File: src/rtl/fpu_req_pkg.sv
// Shared types and constants for the FPU request master.
// The optional timeout/abort path is enabled with the FPU_REQ_TIMEOUT_EN macro.
package fpu_req_pkg;

    // Request master states; ABORT is only reachable when the timeout is compiled in
    typedef enum logic [1:0] {
        IDLE    = 2'd0,
        REQ     = 2'd1,
        RELEASE = 2'd2,
        ABORT   = 2'd3
    } state_t;

    // Result substituted when an operation is abandoned
    localparam logic [31:0] QNAN    = 32'h7FC0_0000;
    localparam logic [2:0]  EXC_NAN = 3'b011;
    localparam logic [2:0]  EXC_INF = 3'b100;

    // One queued operation: {mode, data1, data2}
    typedef struct packed {
        logic [2:0]  mode;
        logic [31:0] data1;
        logic [31:0] data2;
    } op_t;

    localparam int ENTRY_W = $bits(op_t);

endpackage

File: src/rtl/fpu_req_fifo.sv
// Synchronous operand FIFO for the FPU request master.
// DEPTH must be a power of two so the pointers wrap naturally.
module fpu_req_fifo
    import fpu_req_pkg::*;
#(
    parameter int DEPTH = 4,
    parameter int W     = ENTRY_W
) (
    input  logic                   clk,
    input  logic                   rst_n,
    input  logic                   push,
    input  logic [W-1:0]           wdata,
    input  logic                   pop,
    output logic [W-1:0]           rdata,
    output logic                   full,
    output logic                   empty,
    output logic [$clog2(DEPTH):0] count
);

    localparam int PTR_W = $clog2(DEPTH);

    logic [W-1:0]     mem_q [DEPTH];
    logic [W-1:0]     mem_d [DEPTH];
    logic [PTR_W-1:0] wptr_q, wptr_d;
    logic [PTR_W-1:0] rptr_q, rptr_d;
    logic [PTR_W:0]   cnt_q, cnt_d;
    logic             wr_en;
    logic             rd_en;

    // A push into a full FIFO and a pop from an empty one are both ignored
    assign wr_en = push && !full;
    assign rd_en = pop && !empty;

    assign full  = (cnt_q == (PTR_W + 1)'(DEPTH));
    assign empty = (cnt_q == '0);
    assign count = cnt_q;
    assign rdata = mem_q[rptr_q];

    // Next-state for storage, pointers and occupancy; push+pop keeps count
    always_comb begin
        mem_d  = mem_q;
        wptr_d = wptr_q;
        rptr_d = rptr_q;
        cnt_d  = cnt_q;
        if (wr_en) begin
            mem_d[wptr_q] = wdata;
            wptr_d        = wptr_q + PTR_W'(1);
        end
        if (rd_en) begin
            rptr_d = rptr_q + PTR_W'(1);
        end
        case ({wr_en, rd_en})
            2'b10:   cnt_d = cnt_q + (PTR_W + 1)'(1);
            2'b01:   cnt_d = cnt_q - (PTR_W + 1)'(1);
            default: cnt_d = cnt_q;
        endcase
    end

    // State registers
    always_ff @(posedge clk or negedge rst_n) begin
        if (!rst_n) begin
            for (int i = 0; i < DEPTH; i++) begin
                mem_q[i] <= '0;
            end
            wptr_q <= '0;
            rptr_q <= '0;
            cnt_q  <= '0;
        end else begin
            mem_q  <= mem_d;
            wptr_q <= wptr_d;
            rptr_q <= rptr_d;
            cnt_q  <= cnt_d;
        end
    end

endmodule

File: src/rtl/fpu_req_master.sv
// Caller-side initiator for the FPU controllers' four-phase
// Data_valid/Dataout_valid handshake. Operands queue in a FIFO, one
// operation is in flight at a time, results return in issue order through
// a one-entry buffer.
// Define FPU_REQ_TIMEOUT_EN to compile in the REQ wait counter and ABORT state.
//
// Handshakes: upstream transfers when In_valid && In_ready on a rising edge;
// downstream consumes when Res_valid && Res_ready on a rising edge; valid is
// never withdrawn by this block before the transfer completes.
module fpu_req_master
    import fpu_req_pkg::*;
#(
    parameter int DEPTH   = 4,
    parameter int TIMEOUT = 255
) (
    input  logic        CLK,
    input  logic        RSTn,
    input  logic        In_valid,
    output logic        In_ready,
    input  logic [31:0] In_data1,
    input  logic [31:0] In_data2,
    input  logic [2:0]  In_mode,
    output logic [31:0] Datain1,
    output logic [31:0] Datain2,
    output logic [2:0]  Mode,
    output logic        Data_valid,
    input  logic [31:0] Dataout,
    input  logic        Dataout_valid,
    input  logic [2:0]  Exc,
    output logic        Res_valid,
    input  logic        Res_ready,
    output logic [31:0] Res_data,
    output logic [2:0]  Res_exc,
    output logic        Res_timeout,
    output logic        Busy,
    output logic [1:0]  dbg_state
);

    state_t      state_q, state_d;
    logic        dv_q, dv_d;
    logic [31:0] din1_q, din1_d;
    logic [31:0] din2_q, din2_d;
    logic [2:0]  mode_q, mode_d;
    logic        res_valid_q, res_valid_d;
    logic [31:0] res_data_q, res_data_d;
    logic [2:0]  res_exc_q, res_exc_d;

`ifdef FPU_REQ_TIMEOUT_EN
    localparam int CNT_W = $clog2(TIMEOUT + 1);
    logic [CNT_W-1:0] wcnt_q, wcnt_d;
    logic             res_to_q, res_to_d;
`endif

    logic                   fifo_push;
    logic                   fifo_pop;
    logic                   fifo_full;
    logic                   fifo_empty;
    logic [$clog2(DEPTH):0] fifo_count;
    logic [ENTRY_W-1:0]     fifo_rdata;
    op_t                    head;
    op_t                    in_op;

    // In_ready is held low while reset is asserted so nothing is accepted then
    assign In_ready  = RSTn && !fifo_full;
    assign fifo_push = In_valid && In_ready;

    assign in_op.mode  = In_mode;
    assign in_op.data1 = In_data1;
    assign in_op.data2 = In_data2;
    assign head        = op_t'(fifo_rdata);

    fpu_req_fifo #(
        .DEPTH (DEPTH),
        .W     (ENTRY_W)
    ) u_fifo (
        .clk   (CLK),
        .rst_n (RSTn),
        .push  (fifo_push),
        .wdata (in_op),
        .pop   (fifo_pop),
        .rdata (fifo_rdata),
        .full  (fifo_full),
        .empty (fifo_empty),
        .count (fifo_count)
    );

    assign Datain1    = din1_q;
    assign Datain2    = din2_q;
    assign Mode       = mode_q;
    assign Data_valid = dv_q;
    assign Res_valid  = res_valid_q;
    assign Res_data   = res_data_q;
    assign Res_exc    = res_exc_q;
    assign Busy       = (state_q != IDLE) || (fifo_count != '0);
    assign dbg_state  = state_q;

`ifdef FPU_REQ_TIMEOUT_EN
    assign Res_timeout = res_to_q;
`else
    assign Res_timeout = 1'b0;
`endif

    // Next-state and register updates for the request FSM and result buffer
    always_comb begin
        state_d     = state_q;
        dv_d        = dv_q;
        din1_d      = din1_q;
        din2_d      = din2_q;
        mode_d      = mode_q;
        res_valid_d = res_valid_q;
        res_data_d  = res_data_q;
        res_exc_d   = res_exc_q;
`ifdef FPU_REQ_TIMEOUT_EN
        wcnt_d      = wcnt_q;
        res_to_d    = res_to_q;
`endif
        fifo_pop    = 1'b0;

        // Consumer drain; a result loaded below on the same edge overrides it
        if (res_valid_q && Res_ready) begin
            res_valid_d = 1'b0;
        end

        case (state_q)
            IDLE: begin
                // Issue only into an empty result buffer and a released responder
                if (!fifo_empty && !res_valid_q && !Dataout_valid) begin
                    state_d = REQ;
                    dv_d    = 1'b1;
                    din1_d  = head.data1;
                    din2_d  = head.data2;
                    mode_d  = head.mode;
`ifdef FPU_REQ_TIMEOUT_EN
                    wcnt_d  = '0;
`endif
                end
            end
            REQ: begin
`ifdef FPU_REQ_TIMEOUT_EN
                wcnt_d = wcnt_q + 1'b1;
`endif
                // An acknowledge on the final timeout cycle still wins
                if (Dataout_valid) begin
                    state_d     = RELEASE;
                    dv_d        = 1'b0;
                    fifo_pop    = 1'b1;
                    res_valid_d = 1'b1;
                    res_data_d  = Dataout;
                    res_exc_d   = Exc;
`ifdef FPU_REQ_TIMEOUT_EN
                    res_to_d    = 1'b0;
                end else if (wcnt_q == CNT_W'(TIMEOUT - 1)) begin
                    state_d     = ABORT;
                    dv_d        = 1'b0;
                    fifo_pop    = 1'b1;
                    res_valid_d = 1'b1;
                    res_data_d  = QNAN;
                    res_exc_d   = EXC_NAN;
                    res_to_d    = 1'b1;
`endif
                end
            end
`ifdef FPU_REQ_TIMEOUT_EN
            RELEASE, ABORT: begin
`else
            RELEASE: begin
`endif
                if (!Dataout_valid) begin
                    state_d = IDLE;
                end
            end
            default: begin
                state_d = IDLE;
                dv_d    = 1'b0;
            end
        endcase
    end

    // State registers; reset drops the request immediately
    always_ff @(posedge CLK or negedge RSTn) begin
        if (!RSTn) begin
            state_q     <= IDLE;
            dv_q        <= 1'b0;
            din1_q      <= '0;
            din2_q      <= '0;
            mode_q      <= '0;
            res_valid_q <= 1'b0;
            res_data_q  <= '0;
            res_exc_q   <= '0;
`ifdef FPU_REQ_TIMEOUT_EN
            wcnt_q      <= '0;
            res_to_q    <= 1'b0;
`endif
        end else begin
            state_q     <= state_d;
            dv_q        <= dv_d;
            din1_q      <= din1_d;
            din2_q      <= din2_d;
            mode_q      <= mode_d;
            res_valid_q <= res_valid_d;
            res_data_q  <= res_data_d;
            res_exc_q   <= res_exc_d;
`ifdef FPU_REQ_TIMEOUT_EN
            wcnt_q      <= wcnt_d;
            res_to_q    <= res_to_d;
`endif
        end
    end

endmodule
File: config.mk
export PLATFORM = sky130hd
export DESIGN_NAME = fpu_req_master
export DESIGN_NICKNAME = d
export VERILOG_FILES = /design/src/rtl/fpu_req_pkg.sv /design/src/rtl/fpu_req_fifo.sv /design/src/rtl/fpu_req_master.sv
export SDC_FILE = /design/constraint.sdc
export NUM_CORES = 1
export LEC_CHECK = 0
export ABC_AREA = 0
export CAP_MARGIN = 10
export CELL_PAD_IN_SITES_DETAIL_PLACEMENT = 0
export CELL_PAD_IN_SITES_GLOBAL_PLACEMENT = 2
export CORE_ASPECT_RATIO = 1.4
export CORE_MARGIN = 3
export CORE_UTILIZATION = 25
export CTS_CLUSTER_DIAMETER = 150
export DETAILED_ROUTE_END_ITERATION = 12
export PLACE_DENSITY = 0.6
export SYNTH_ARGS = -nofsm -noshare
export SYNTH_HDL_FRONTEND = slang
export SYNTH_HIERARCHICAL = 1
export SYNTH_SLANG_ARGS = --single-unit
File: constraint.sdc
create_clock -name CLK -period 2.15 [get_ports CLK]
set_input_delay 0.3225 -clock CLK [delete_from_list [all_inputs] [get_ports CLK]]
set_output_delay 0.3225 -clock CLK [all_outputs]
set_load 0.02 [all_outputs]
* Yosys cells after proc, flatten, opt, wreduce, memory -nomap -nowiden
Index checks and enable logic that the tools add are counted.
W data, S select, Z words.
** Word-level totals
- Register bits :: 381
- Input bits :: 107
- Output and inout port bits :: 109
- Logic and storage cells :: 74
** Cells by class
- $add $sub $neg :: 4
- Order comparisons :: 3
- Eq/ne operators :: 8
- Multiplexer cells :: 19
- Bitwise operators :: 3
- Reduce and logical (&&, ||, !) cells :: 22
** Operators with widths (count)
- $bwmux W268 :: 1
- $mux W67 :: 3
- $bmux W67 S2 :: 1
- $demux W67 S2 :: 1
- $logic_and A1 B1 Y1 :: 8
- $mux W1 :: 7
- $ge A3 B3 Y1 const B :: 2
- $mux W2 :: 3
- $ne A2 B2 Y1 const B :: 3
- $not A2 Y3 :: 2
- $pmux W2 S3 :: 1
- $pmux W3 S2 :: 1
- $reduce_and A3 Y1 :: 2
- $add A2 B1 Y2 const B :: 2
- $eq A2 B1 Y1 const B :: 2
- $eq A2 B2 Y1 const B :: 2
- $logic_not A1 Y1 :: 4
- $reduce_and A2 Y1 :: 2
- $reduce_bool A2 Y1 :: 2
- $add A3 B1 Y3 const B :: 1
- $eq A3 B3 Y1 const B :: 1
- $logic_not A3 Y1 :: 1
- $lt A3 B1 Y1 const B :: 1
- $pmux W1 S3 :: 1
- 5 further kinds :: 5

* Depth between registers and ports, before layout
- Depth in word-level cells :: 7
- Mapped depth :: 11
- Gate-level depth less buffers :: 10

* Hierarchy
Netlist, hierarchy kept.
** Modules (own cells, without submodules)
- fpu_req_fifo :: times used 1, cells each 687, area an instance 11960.2 µm², seq. area each 6881.6 µm²
- fpu_req_master :: times used 1, cells each 240, area an instance 4002.6 µm², seq. area each 2652.5 µm²

* Worst setup path before layout
OpenSTA, ideal clock, no wires.
- Kind :: register to register
- Start :: reg state_q[1] (netlist: dbg_state[1])
- End :: reg u_fifo.cnt_q[2] (netlist: u_fifo/count[2])
- Setup time :: 0.079 ns
- Arrival :: 2.225 ns
- Data required time :: 2.071 ns
- Setup slack :: -0.154 ns
- Stages on the path, launching flop included :: 12
- Path buffers :: 2
- Clock period less this slack :: 2.304 ns
- Cells stage by stage :: dfrtp_1 -> nand3b_1 -> buf_2 -> buf_2 -> inv_1 -> o31a_1 -> ha_1 -> inv_1 -> fa_1 -> xor2_1 -> nor2_1 -> xor2_1
** On the way
- Longest elaborated chain between the ends :: 5
- Elaborated cells between the ends (all ways) :: 7
- Those cells by class :: 3 x eq/ne; 2 x mux; 2 x reduce/logical
** Ends and longest elaborated chain
- from (decl) :: line fpu_req_master.sv:39 : state_t state_q, state_d;
- from (signal assigned) :: line fpu_req_master.sv:195 : state_q <= state_d;
- $eq A2 B1 Y1 * :: line fpu_req_master.sv:124 : case (state_q)
- $mux W1 * :: line fpu_req_master.sv:124
- net fifo_pop :: line fpu_req_master.sv:55 : logic fifo_pop;
- $logic_and A1 B1 Y1 * :: line fpu_req_fifo.sv:32 : assign rd_en = pop && !empty;
- net u_fifo.rd_en :: line fpu_req_fifo.sv:28 : logic rd_en;
- $eq A2 B1 Y1 / $eq A2 B2 Y1 (equally long branches) :: line fpu_req_fifo.sv:52 : case ({wr_en, rd_en})
- $pmux W3 S2 / $reduce_bool A2 Y1 (equally long branches)
- to (signal assigned) :: line fpu_req_fifo.sv:72 : cnt_q <= cnt_d;
- to (decl) :: line fpu_req_fifo.sv:26 : logic [PTR_W:0] cnt_q, cnt_d;
Mark *: on every way through the listed nets, which the timed path passes. The rest lies on a longest branch.
A chain may end at the register's enable or synchronous reset.

* Final worst setup path
- Start :: reg u_fifo.cnt_q[1] (netlist: u_fifo/count[1])
- End :: reg u_fifo.cnt_q[2] (netlist: u_fifo/count[2])
** On the way
- Longest elaborated chain between the ends :: 7
- Elaborated cells between the ends (all ways) :: 14
- Those cells by class :: 2 x add/sub; 3 x eq/ne; 1 x mux; 8 x reduce/logical
** Ends and longest elaborated chain
- $eq A3 B3 Y1 * :: line fpu_req_fifo.sv:34 : assign full = (cnt_q == (PTR_W + 1)'(DEPTH));
- net fifo_full :: line fpu_req_master.sv:56 : logic fifo_full;
- $logic_not A1 Y1 * :: line fpu_req_master.sv:64 : assign In_ready = RSTn && !fifo_full;
- $logic_and A1 B1 Y1 * :: line fpu_req_master.sv:64
- $logic_and A1 B1 Y1 * :: line fpu_req_master.sv:65 : assign fifo_push = In_valid && In_ready;
- net fifo_push :: line fpu_req_master.sv:54 : logic fifo_push;
- $logic_and A1 B1 Y1 * :: line fpu_req_fifo.sv:31 : assign wr_en = push && !full;
- $eq A2 B1 Y1 / $eq A2 B2 Y1 (equally long branches) :: line fpu_req_fifo.sv:52
- $pmux W3 S2 / $reduce_bool A2 Y1 (equally long branches)
Marked as above.

==> metrics <==
status completed; Synth Cell Area 16,000 µm²; highest-delay cell along the critical path dfrtp_1; Core Area 63,100 µm²; final-report hold violation count 0; crit-path max FO 5; Place WS -0.0570 ns; Worst R2R End u_fifo/count[2]; Psw 9930 µW; Clock power frac 22.9%; HPWL Detailed 24.1 mm; Pins Over Slew Limit 0; register area share after synthesis 59.7%; YS warnings 6; flop-to-flop setup slack 0.17 ns; Critical Path Start u_fifo/count[1]; fin crit share 92.0%; Data arrival, critical path 2.45 ns; Avg Cell Area, Syn 17.2 µm²; Die Area 67,000 µm²; clk_lat worst skew 0.55 ns; area grow syn2layout 30.9%; fillers 6,148; CP Buf/Inv Count 1; initial antenna violation count 4; first-pass GRT wire length 61.1 mm; Top delay family on crit path simple AND/OR/NAND/NOR gates; hold crit path type in -> reg; Clock Path Buffers 3; max_cap viols 0; Hold Startpoint Res_ready; CP Capture Type flop; TritonCTS buffer count 42; 1st-iter DRT viols 302; H-tree levels 2; Top cell by count, worst path xor2_1; Fmax 505 MHz; multi-input logic area 6100 µm²; drt drc 0; vias in the first global route 9,944; Die Y 305 µm; clock root buffer clkbuf_16; worst relative slew slack 28.1%; Critical R2R Launch u_fifo/count[1]; R2R depth 10; Hold Slack 0.343 ns; # IOs 216; leak pwr 0.00859 µW; CTS clock-pin slew for the worst setup and hold paths 0.06 ns; GRT Overall Usage 11.8%; I/O Buffers 214; routed wire length per instance 19.1 µm; syn nets 1,040; Max VDD drop 0.000704 V; sequential fraction of design power 38.0%; CTS tree yes; Clock Sinks 381; final instance area 20,900 µm²; Crit path depth 10; critical path class reg -> reg; sw frac 29.9%; PwrDens 1590 nW/µm²; Final setup viols 0; drt first pass iters 4; Clock Skew 0.0104 ns; routability congestion estimate 0.677; Reg area 9550 µm²; worst path required time 2.62 ns; largest net degree at the start of global routing 161; Die W 220 µm; minimum clock period after layout 1.98 ns; Placed Area 19,400 µm²; layout net count 1,280; cells after synthesis 927; drt total wl 38.8 mm; FP Rows 109; Synth cell types 25; setup slack after layout 0.172 ns; Combinational Power Share 39.1%; routed vias 8,749; vias per cell 4.30; layout cells sized above 1 46.5%; slowest cell delay on critical path 0.41 ns; Cell Int Power 23,300 µW; CP startpoint kind flop; Tightest Pin Transition 1.08 ns; Yosys reg bits 381; antenna viol nets, final 0; CP endpoint u_fifo/count[2]; worst path cell trace nor3b_4 > nor2b_4 > and2_4 > nand2b_4 > ha_4 > inv_1 > fa_2 > xor2_1 > nor2_1 > xor2_1; Initial Util 25.3%; Overflow after GRT 0; RSZ-0062 raised after global routing false
[synthesized netlist by cell type, drive strengths merged]
cell	n	share of area (%)
inv	7	0.16
nor2b	1	0.039
nand2b	1	0.039
mux2i	1	0.063
buf	50	2.2
ha	5	0.39
xor2	4	0.22
o31a	1	0.055
nand2	11	0.26
and2	2	0.078
mux2	371	26
conb	1	0.023
mux4	67	9.5
nor3b	1	0.12
nand3b	1	0.047
clkbuf	6	0.14
o21ai	2	0.063
fa	1	0.13
dfrtp	381	60
nor2	7	0.16
xnor2	3	0.16
nor3	3	0.094
[what timing repair did]
item	in CTS	in global routing
setup buffers	0	3
hold buffers	1	0
gates resized for setup	2	1
setup endpoints to repair	2	1
endpoints found under the hold margin	10	0
pin swaps	0	3
[power groups by stage]
stage | clock, µW | sequential (µW) | combinational, µW
2_1_floorplan | 0 | 13400 | 7660
3_3_place_gp | 0 | 12600 | 13100
3_5_place_dp | 0 | 12800 | 13300
4_1_cts | 7970 | 12700 | 13300
5_1_grt | 8230 | 13100 | 14000
6_report | 7610 | 12600 | 13000
[layer usage]
metal,global-route usage [%],share of wire (%)
met1,14.7,43
met2,19.9,50
met3,2.76,5.1
met4,3.91,2.5
met5,0,0.028
[cell usage in the layout (no fill, tap or decap), types with 2 or more instances in the layout]
cell / instances
buf_12: 22
buf_4: 15
bufinv_16: 4
clkbuf_1: 10
clkbuf_16: 45
clkbuf_8: 10
clkdlybuf4s50_1: 211
clkinv_2: 5
dfrtp_1: 376
dfrtp_2: 3
dfrtp_4: 2
diode_2: 3
dlygate4sd2_1: 2
ha_1: 4
inv_1: 7
mux2_2: 363
mux2_4: 8
mux4_2: 67
nand2_1: 10
nor2_1: 3
nor2_4: 4
nor3_1: 3
o21ai_0: 2
xnor2_1: 3
xor2_1: 4
[worst min path at each step]
stage / to / slack, ns / cells past startpoint
final: Res_valid / 0.34 / 2
after CTS: Res_valid / 0.30 / 2
after global routing: Res_valid / 0.31 / 2
after detailed placement: u_fifo/mem_q[262] / 0.39 / 2
after floorplan: Data_valid / 0.03 / 0
after global placement: u_fifo/mem_q[262] / 0.38 / 2
[through the flow]
stage / std cells / total power [µW] / util, % / TNS (ns)
finish: 2034 / 33200 / 33.1 / 0
global route: 2032 / 35400 / 33.1 / 0
CTS: 2028 / 34000 / 33.0 / 0
detailed placement: 1951 / 26100 / 30.7 / -0.0570
global placement: 1951 / 25800 / 30.7 / -0.0762
floorplan: 927 / 21100 / - / -0.0196
[area by class of cell]
| class | instances | share of cell area (%) |
|---|---|---|
| Antenna cell | 3 | 0.0359 |
| Clock buffer | 65 | 6.23 |
| Clock inverter | 11 | 0.773 |
| Inverter | 7 | 0.126 |
| Multi-Input combinational cell | 483 | 29.2 |
| Sequential cell | 381 | 45.7 |
| Tap cell | 832 | 4.98 |
| Timing Repair Buffer | 252 | 13.0 |
[kinds of logic after synthesis]
logic type      share of synthesized area, %
buf+inv                                 2.52
compound gates                         0.118
xor+xnor                               0.384
simple gates                           0.839
mux                                     35.9
other cells                           0.0235
flops                                   59.7
fa+ha+maj                              0.517
[registers in the layout, summed over array words and instances (netlist names)]
register       cells
Data_valid         1
Mode               3
u_fifo/count       3
u_fifo/mem_q     268
Datain2           32
Datain1           32
u_fifo/wptr_q      2
Res_valid          1
u_fifo/rptr_q      2
Res_data          32
dbg_state          2
Res_exc            3
Power figures use the tool's default switching activity.
